<file path="config.mk">
export PLATFORM = sky130hd
export DESIGN_NAME = bch_chase_ctrl
export DESIGN_NICKNAME = d
export VERILOG_FILES = /design/src/rtl/bch_chase_ctrl.sv
export SDC_FILE = /design/constraint.sdc
export NUM_CORES = 1
export LEC_CHECK = 0
export BUFFER_PORTS_ARGS = -buffer_cell sky130_fd_sc_hd__buf_2
export CAP_MARGIN = 40
export CORE_ASPECT_RATIO = 0.6
export CORE_MARGIN = 2
export CORE_UTILIZATION = 50
export DETAILED_ROUTE_END_ITERATION = 6
export PLACE_DENSITY = 0.82
export SKIP_CTS_REPAIR_TIMING = 1
export SYNTH_ARGS = -nofsm -noshare
export SYNTH_HDL_FRONTEND = slang
export SYNTH_SLANG_ARGS = --single-unit
export TNS_END_PERCENT = 100
</file>
<file path="constraint.sdc">
create_clock -name clk -period 8.1 [get_ports clk]
set_input_delay 1.215 -clock clk [delete_from_list [all_inputs] [get_ports clk]]
set_output_delay 1.215 -clock clk [all_outputs]
set_load 0.03 [all_outputs]
</file>
<file path="src/rtl/bch_chase_ctrl.sv">
// -----------------------------------------------------------------------------
// bch_chase_ctrl
//
// Chase-style candidate scheduler placed in front of bch_hard_core. It takes
// one hard-decision word and up to P_MAX least-reliable bit positions, builds
// 2^p test patterns by flipping subsets of those positions, and runs the core
// once per pattern. Among the candidates the core decodes successfully, it
// reports the one with the lowest total correction weight. The weight counts
// bits relative to the original hard word.
//
// Ports
//   clk, rst            : clock; synchronous active-high reset
//   start               : one-cycle request, honoured only in IDLE
//   n, t, m             : code length / capability / field degree (latched)
//   p                   : number of flip positions in use (latched)
//   hard_bits           : received hard word (latched)
//   lrp_idx             : flip position i in bits [10i+9:10i] (latched)
//   core_start          : one-cycle launch pulse to the core
//   core_n/t/m          : latched n, t, m forwarded to the core
//   core_bits           : candidate word = hard_bits ^ flip mask
//   core_done           : core completion pulse
//   core_success        : core success flag, qualified by core_done
//   core_err_vec        : core error vector, qualified by core_done
//   busy                : high in every state except IDLE
//   done                : one-cycle completion pulse
//   success             : at least one candidate decoded
//   err_vec             : best total correction relative to hard_bits
//   best_cand, best_wt  : winning candidate index and popcount(err_vec)
//   o_dbg_state         : current FSM state, for observation only
//
// Core handshake: core_start is a single-cycle pulse, and core_bits/n/t/m
// stay stable from that cycle until the core answers. The core answers with a
// single-cycle core_done pulse, and core_success/core_err_vec are valid in
// that same cycle. A core_done is accepted only while waiting for the current
// candidate. At any other time it is ignored.
// -----------------------------------------------------------------------------
module bch_chase_ctrl #(
    parameter int N_MAX   = 63,
    parameter int P_MAX   = 3,
    parameter int TMO_W   = 12,
    parameter int TMO_CYC = 4000
) (
    input  logic                  clk,
    input  logic                  rst,
    input  logic                  start,
    input  logic [9:0]            n,
    input  logic [3:0]            t,
    input  logic [3:0]            m,
    input  logic [1:0]            p,
    input  logic [N_MAX-1:0]      hard_bits,
    input  logic [10*P_MAX-1:0]   lrp_idx,
    output logic                  core_start,
    output logic [9:0]            core_n,
    output logic [3:0]            core_t,
    output logic [3:0]            core_m,
    output logic [N_MAX-1:0]      core_bits,
    input  logic                  core_done,
    input  logic                  core_success,
    input  logic [N_MAX-1:0]      core_err_vec,
    output logic                  busy,
    output logic                  done,
    output logic                  success,
    output logic [N_MAX-1:0]      err_vec,
    output logic [P_MAX-1:0]      best_cand,
    output logic [9:0]            best_wt,
    output logic [2:0]            o_dbg_state
);

    typedef enum logic [2:0] {
        S_IDLE   = 3'd0,
        S_LAUNCH = 3'd1,
        S_WAIT   = 3'd2,
        S_EVAL   = 3'd3,
        S_FINISH = 3'd4
    } state_t;

    state_t               r_state;
    logic [1:0]           r_p;
    logic [N_MAX-1:0]     r_hard;
    logic [10*P_MAX-1:0]  r_lrp;
    logic [P_MAX-1:0]     r_cand;
    logic [TMO_W-1:0]     r_tmo_cnt;
    logic                 r_best_valid;
    logic                 r_cand_ok;
    logic [N_MAX-1:0]     r_tot;
    logic                 r_core_start;
    logic [9:0]           r_core_n;
    logic [3:0]           r_core_t;
    logic [3:0]           r_core_m;
    logic [N_MAX-1:0]     r_core_bits;
    logic                 r_done;
    logic                 r_success;
    logic [N_MAX-1:0]     r_err_vec;
    logic [P_MAX-1:0]     r_best_cand;
    logic [9:0]           r_best_wt;

    logic [P_MAX-1:0]     w_last_cand;
    logic [P_MAX-1:0]     w_cand_next;
    logic [N_MAX-1:0]     w_mask_cur;
    logic [N_MAX-1:0]     w_mask_next;
    logic [9:0]           w_wt;
    logic                 w_upd;
    logic                 w_tmo_hit;

    // Flip mask for one candidate. Out-of-range positions are dropped, and
    // duplicate positions toggle the same bit twice, so they cancel.
    function automatic logic [N_MAX-1:0] f_mask(
        input logic [P_MAX-1:0]  cand,
        input logic [1:0]        pp,
        input logic [9:0]        nn,
        input logic [10*P_MAX-1:0] lrp
    );
        logic [N_MAX-1:0] mk;
        logic [9:0]       pos;
        mk = '0;
        for (int i = 0; i < P_MAX; i++) begin
            pos = lrp[10*i +: 10];
            if ((i < int'(pp)) && cand[i] && (pos < nn)) begin
                for (int j = 0; j < N_MAX; j++) begin
                    if (pos == 10'(j)) mk[j] = ~mk[j];
                end
            end
        end
        return mk;
    endfunction

    function automatic logic [9:0] f_popcount(input logic [N_MAX-1:0] v);
        logic [9:0] cnt;
        cnt = '0;
        for (int j = 0; j < N_MAX; j++) cnt = cnt + 10'(v[j]);
        return cnt;
    endfunction

    // The last candidate index is 2^p-1, which has the low p bits set.
    always_comb begin
        w_last_cand = '0;
        for (int i = 0; i < P_MAX; i++) begin
            if (i < int'(r_p)) w_last_cand[i] = 1'b1;
        end
    end

    assign w_cand_next = r_cand + {{(P_MAX-1){1'b0}}, 1'b1};
    assign w_mask_cur  = f_mask(r_cand, r_p, r_core_n, r_lrp);
    assign w_mask_next = f_mask(w_cand_next, r_p, r_core_n, r_lrp);
    assign w_wt        = f_popcount(r_tot);
    // A strict less-than keeps the earlier (lower-index) candidate on a tie.
    assign w_upd       = r_cand_ok && (!r_best_valid || (w_wt < r_best_wt));
    assign w_tmo_hit   = (r_tmo_cnt == TMO_W'(TMO_CYC - 1));

    always_ff @(posedge clk) begin
        if (rst) begin
            r_state      <= S_IDLE;
            r_p          <= '0;
            r_hard       <= '0;
            r_lrp        <= '0;
            r_cand       <= '0;
            r_tmo_cnt    <= '0;
            r_best_valid <= 1'b0;
            r_cand_ok    <= 1'b0;
            r_tot        <= '0;
            r_core_start <= 1'b0;
            r_core_n     <= '0;
            r_core_t     <= '0;
            r_core_m     <= '0;
            r_core_bits  <= '0;
            r_done       <= 1'b0;
            r_success    <= 1'b0;
            r_err_vec    <= '0;
            r_best_cand  <= '0;
            r_best_wt    <= '0;
        end else begin
            r_core_start <= 1'b0;
            r_done       <= 1'b0;
            case (r_state)
                S_IDLE: begin
                    if (start) begin
                        r_core_n     <= n;
                        r_core_t     <= t;
                        r_core_m     <= m;
                        r_p          <= p;
                        r_hard       <= hard_bits;
                        r_lrp        <= lrp_idx;
                        r_cand       <= '0;
                        r_best_valid <= 1'b0;
                        // Candidate 0 never flips anything.
                        r_core_bits  <= hard_bits;
                        r_core_start <= 1'b1;
                        r_state      <= S_LAUNCH;
                    end
                end
                S_LAUNCH: begin
                    r_tmo_cnt <= '0;
                    r_state   <= S_WAIT;
                end
                S_WAIT: begin
                    if (core_done) begin
                        r_cand_ok <= core_success;
                        // Fold the flips back in so the correction is
                        // relative to the original hard word.
                        r_tot     <= core_err_vec ^ w_mask_cur;
                        r_state   <= S_EVAL;
                    end else if (w_tmo_hit) begin
                        r_cand_ok <= 1'b0;
                        r_tot     <= '0;
                        r_state   <= S_EVAL;
                    end else begin
                        r_tmo_cnt <= r_tmo_cnt + 1'b1;
                    end
                end
                S_EVAL: begin
                    if (w_upd) begin
                        r_err_vec    <= r_tot;
                        r_best_wt    <= w_wt;
                        r_best_cand  <= r_cand;
                        r_best_valid <= 1'b1;
                    end
                    if (r_cand == w_last_cand) begin
                        // done and success are driven during the FINISH
                        // cycle. Any result left over from an earlier run is
                        // cleared when no candidate in this run decoded.
                        r_done    <= 1'b1;
                        r_success <= r_best_valid | w_upd;
                        if (!(r_best_valid | w_upd)) begin
                            r_err_vec   <= '0;
                            r_best_wt   <= '0;
                            r_best_cand <= '0;
                        end
                        r_state <= S_FINISH;
                    end else begin
                        r_cand       <= w_cand_next;
                        r_core_bits  <= r_hard ^ w_mask_next;
                        r_core_start <= 1'b1;
                        r_state      <= S_LAUNCH;
                    end
                end
                S_FINISH: begin
                    r_state <= S_IDLE;
                end
                default: begin
                    r_state <= S_IDLE;
                end
            endcase
        end
    end

    assign core_start  = r_core_start;
    assign core_n      = r_core_n;
    assign core_t      = r_core_t;
    assign core_m      = r_core_m;
    assign core_bits   = r_core_bits;
    assign busy        = (r_state != S_IDLE);
    assign done        = r_done;
    assign success     = r_success;
    assign err_vec     = r_err_vec;
    assign best_cand   = r_best_cand;
    assign best_wt     = r_best_wt;
    assign o_dbg_state = r_state;

endmodule

</file>
==> metrics.csv <==
metric,value,unit
I/O pins,345,
clock share of power,0.320,
vias in the first global route,19400,
NumNets Final,3068,
Worst Path Max Fanout,64,
Final Wtd Congestion,1.03,
Worst-Skew Late Latency,0.54,ns
Max Root-Sink Buffers,3,
Register Area,6770,µm²
"Clk pin slew, worst setup/hold paths",0.07,ns
Crit path max-delay family,adder cells,
Post-Syn Area,21400,µm²
initial antenna violation count,1,
"top cells by area, synth","dfxtp_1 32%, xnor2_1 11%, nand2_1 6.0%, fa_1 5.0%, a21oi_1 3.3%",
final worst path period need,7.77,ns
Switching Fraction,0.378,
Hold Path Class,reg -> reg,
Synthesis Warnings,0,
Final Hold Fails,0,
register area share after synthesis,0.317,
Yosys top cell by area,dfxtp_1,
CP Capture Type,register,
drt via density,6.21,
Post-DRT Antenna Nets,0,
Syn Nets,2825,
Die ar.,44500,µm²
CP dominant cell by count,fa_1,
Slew headroom,0.265,
Initial Util,0.509,
setup TNS,0,ns
Syn Area/Cell,8.43,µm²
Diodes inserted,0,
max-cap violations,0,
per-cell routed wire length,26.3,µm
FP Rows,58,
largest net degree at the start of global routing,91,
Final setup viols,0,
Int Power,3.24,mW
leakage power figure,9.56,nW
final worst-path cycle share,0.959,
"Largest stage delay, worst path",0.60,ns
element type at the critical path start,register,
"FFs w/ async S/R, synth",0,
Worst EP arrival,8.19,ns
unrepaired setup endpoints after global routing,false,
Power Dens Cells,209,nW/µm²
Filler cells,3707,
number of synthesized flops with an enable pin,0,
dpl ws,0.461,ns
gr ovfl total,0,
Least-Margin Pin Slew,1.10,ns
DRC,0,
status,"finished, final reports clean",
CTS root buffer,clkbuf_16,
top cell type's share of synthesized area,0.317,
Die W,271,µm
vias post-DR,21000,
WP data required,8.52,ns
share of cells above drive strength 1,0.190,
Net Switching,1.97,mW
Clock H-tree levels,2,
combinational power share,0.322,
Cells after Synth,2537,
drt total wl,88700,µm
Die Height,164,µm
"Primary FF master, synth",dfxtp_1,
Max Clk Rate,129,MHz
sequential group share of total power,0.358,
Max rail drop VDD,0.166,mV
CP max stage cell,fa_1,
hpwl dp,68400,µm
Multi-input gate area,13500,µm²
first-pass GRT wire length,128000,µm
Pre-antenna DRT Iters,6,
P&R area growth vs syn,16.8,%
CTS Buf Count,34,
clk sinks,338,
area of the core,42000,µm²
max-slew violations,0,
post-synthesis cell type count,73,
crit path kind,reg -> reg,
GRT Resource Usage Total,0.387,
IO buf count,344,
initial DRC count,3199,
Setup WS post-layout,0.335,ns
TritonCTS clock tree,yes,
CP bufs+invs,7,
worst clock skew,0.0189,ns
Yosys reg bits,338,
[worst min-delay path, stage by stage, from the launching register on]
cell	delay, ns
dfxtp_1	0.31
nand2_1	0.05
a21oi_1	0.05
[power by group through the flow]
stage	clock [mW]	sequential, mW	combinational (mW)
floorplan	0	1.94	1.03
global placement	0	1.89	1.53
detailed placement	0	1.90	1.63
CTS	1.68	1.86	1.64
global route	1.74	1.87	1.80
finish	1.67	1.86	1.68
[final timing paths]
path                            startpoint          end  slack, ns  cells past startpoint
worst max-delay path             r_tot[53]  err_vec[57]       0.33                     26
worst min-delay path             core_t[0]    core_t[0]       0.45                      2
worst max register to register   r_tot[53]  err_vec[57]       0.33                     26
worst min register to register   core_t[0]    core_t[0]       0.45                      2
[layout make-up]
cell class | count | share of cell area
inverters | 122 | 0.0183
flip-flops and latches | 338 | 0.271
multi-input cells | 1876 | 0.541
clock inverters | 15 | 0.00707
well taps | 570 | 0.0286
clock buffers | 46 | 0.0391
repair buffers | 408 | 0.0952
[sequential cells by signal (all words and copies together), names as in the netlist, 2 cells and up]
register and flops:
core_bits 63, err_vec 63, r_hard 63, r_tot 63, r_lrp 30, r_tmo_cnt 12, best_wt 10, core_n 10
core_m 4, core_t 4, best_cand 3, o_dbg_state 3, r_cand 3, r_p 2
[through the flow]
step / instances / util / area, µm² / power (mW) / hold slack, ns
floorplan: 2537 / - / 21400 / 2.97 / 0.439
global placement: 3283 / 0.558 / 23400 / 3.42 / 0.438
detailed placement: 3314 / 0.567 / 23800 / 3.53 / 0.445
CTS: 3375 / 0.594 / 25000 / 5.17 / 0.455
global route: 3375 / 0.594 / 25000 / 5.42 / 0.480
finish: 3375 / 0.594 / 25000 / 5.21 / 0.453
[cell usage in the layout (no fill, tap or decap), types with 90 or more instances in the layout]
cell type and count:
nand4_1 105, xnor2_1 261, a21oi_1 143, nor2_1 90, inv_1 118, dfxtp_1 337, nand3_1 141, nand2_1 343
o21ai_1 90, buf_2 348
[synth_stat cells, drive strengths merged (7+ instances only)]
cell     count
dfxtp      338
a21boi      26
a21oi      143
and3        10
a22o        67
xor2        71
nand2b      16
a21o         7
a32oi       29
fa          53
o211ai      29
a211oi      86
o22ai       26
xnor2      261
nand4      105
nand2      344
nand3b      10
ha          54
clkbuf     154
nor2        97
xnor3       30
nand3      142
nor4        22
buf         47
nor2b       10
and2         9
a2111oi     16
nor3        57
inv        121
o21ai       96
[layer usage]
metal | track usage | vias up | share of wire
met2 | 0.543 | 1254 | 0.40
met3 | 0.122 | 145 | 0.13
met5 | 0 | - | 0
met4 | 0.0924 | 0 | 0.024
met1 | 0.571 | 10200 | 0.45
li1 | - | 9416 | -
[cells by family (layout without fill, tap and decap cells)]
kind of cell / after synthesis / in the layout / share of synthesized area
XOR/XNOR: 362 / 362 / 0.168
flip-flops: 338 / 338 / 0.317
multiplexers: 1 / 1 / 0.000468
buffers and inverters: 323 / 591 / 0.0582
AND/OR/NAND/NOR: 850 / 850 / 0.196
adder cells (fa/ha/maj): 107 / 107 / 0.0813
AO/OA/AOI/OAI: 556 / 556 / 0.180
Note: power is estimated with default switching activity, not from simulation.
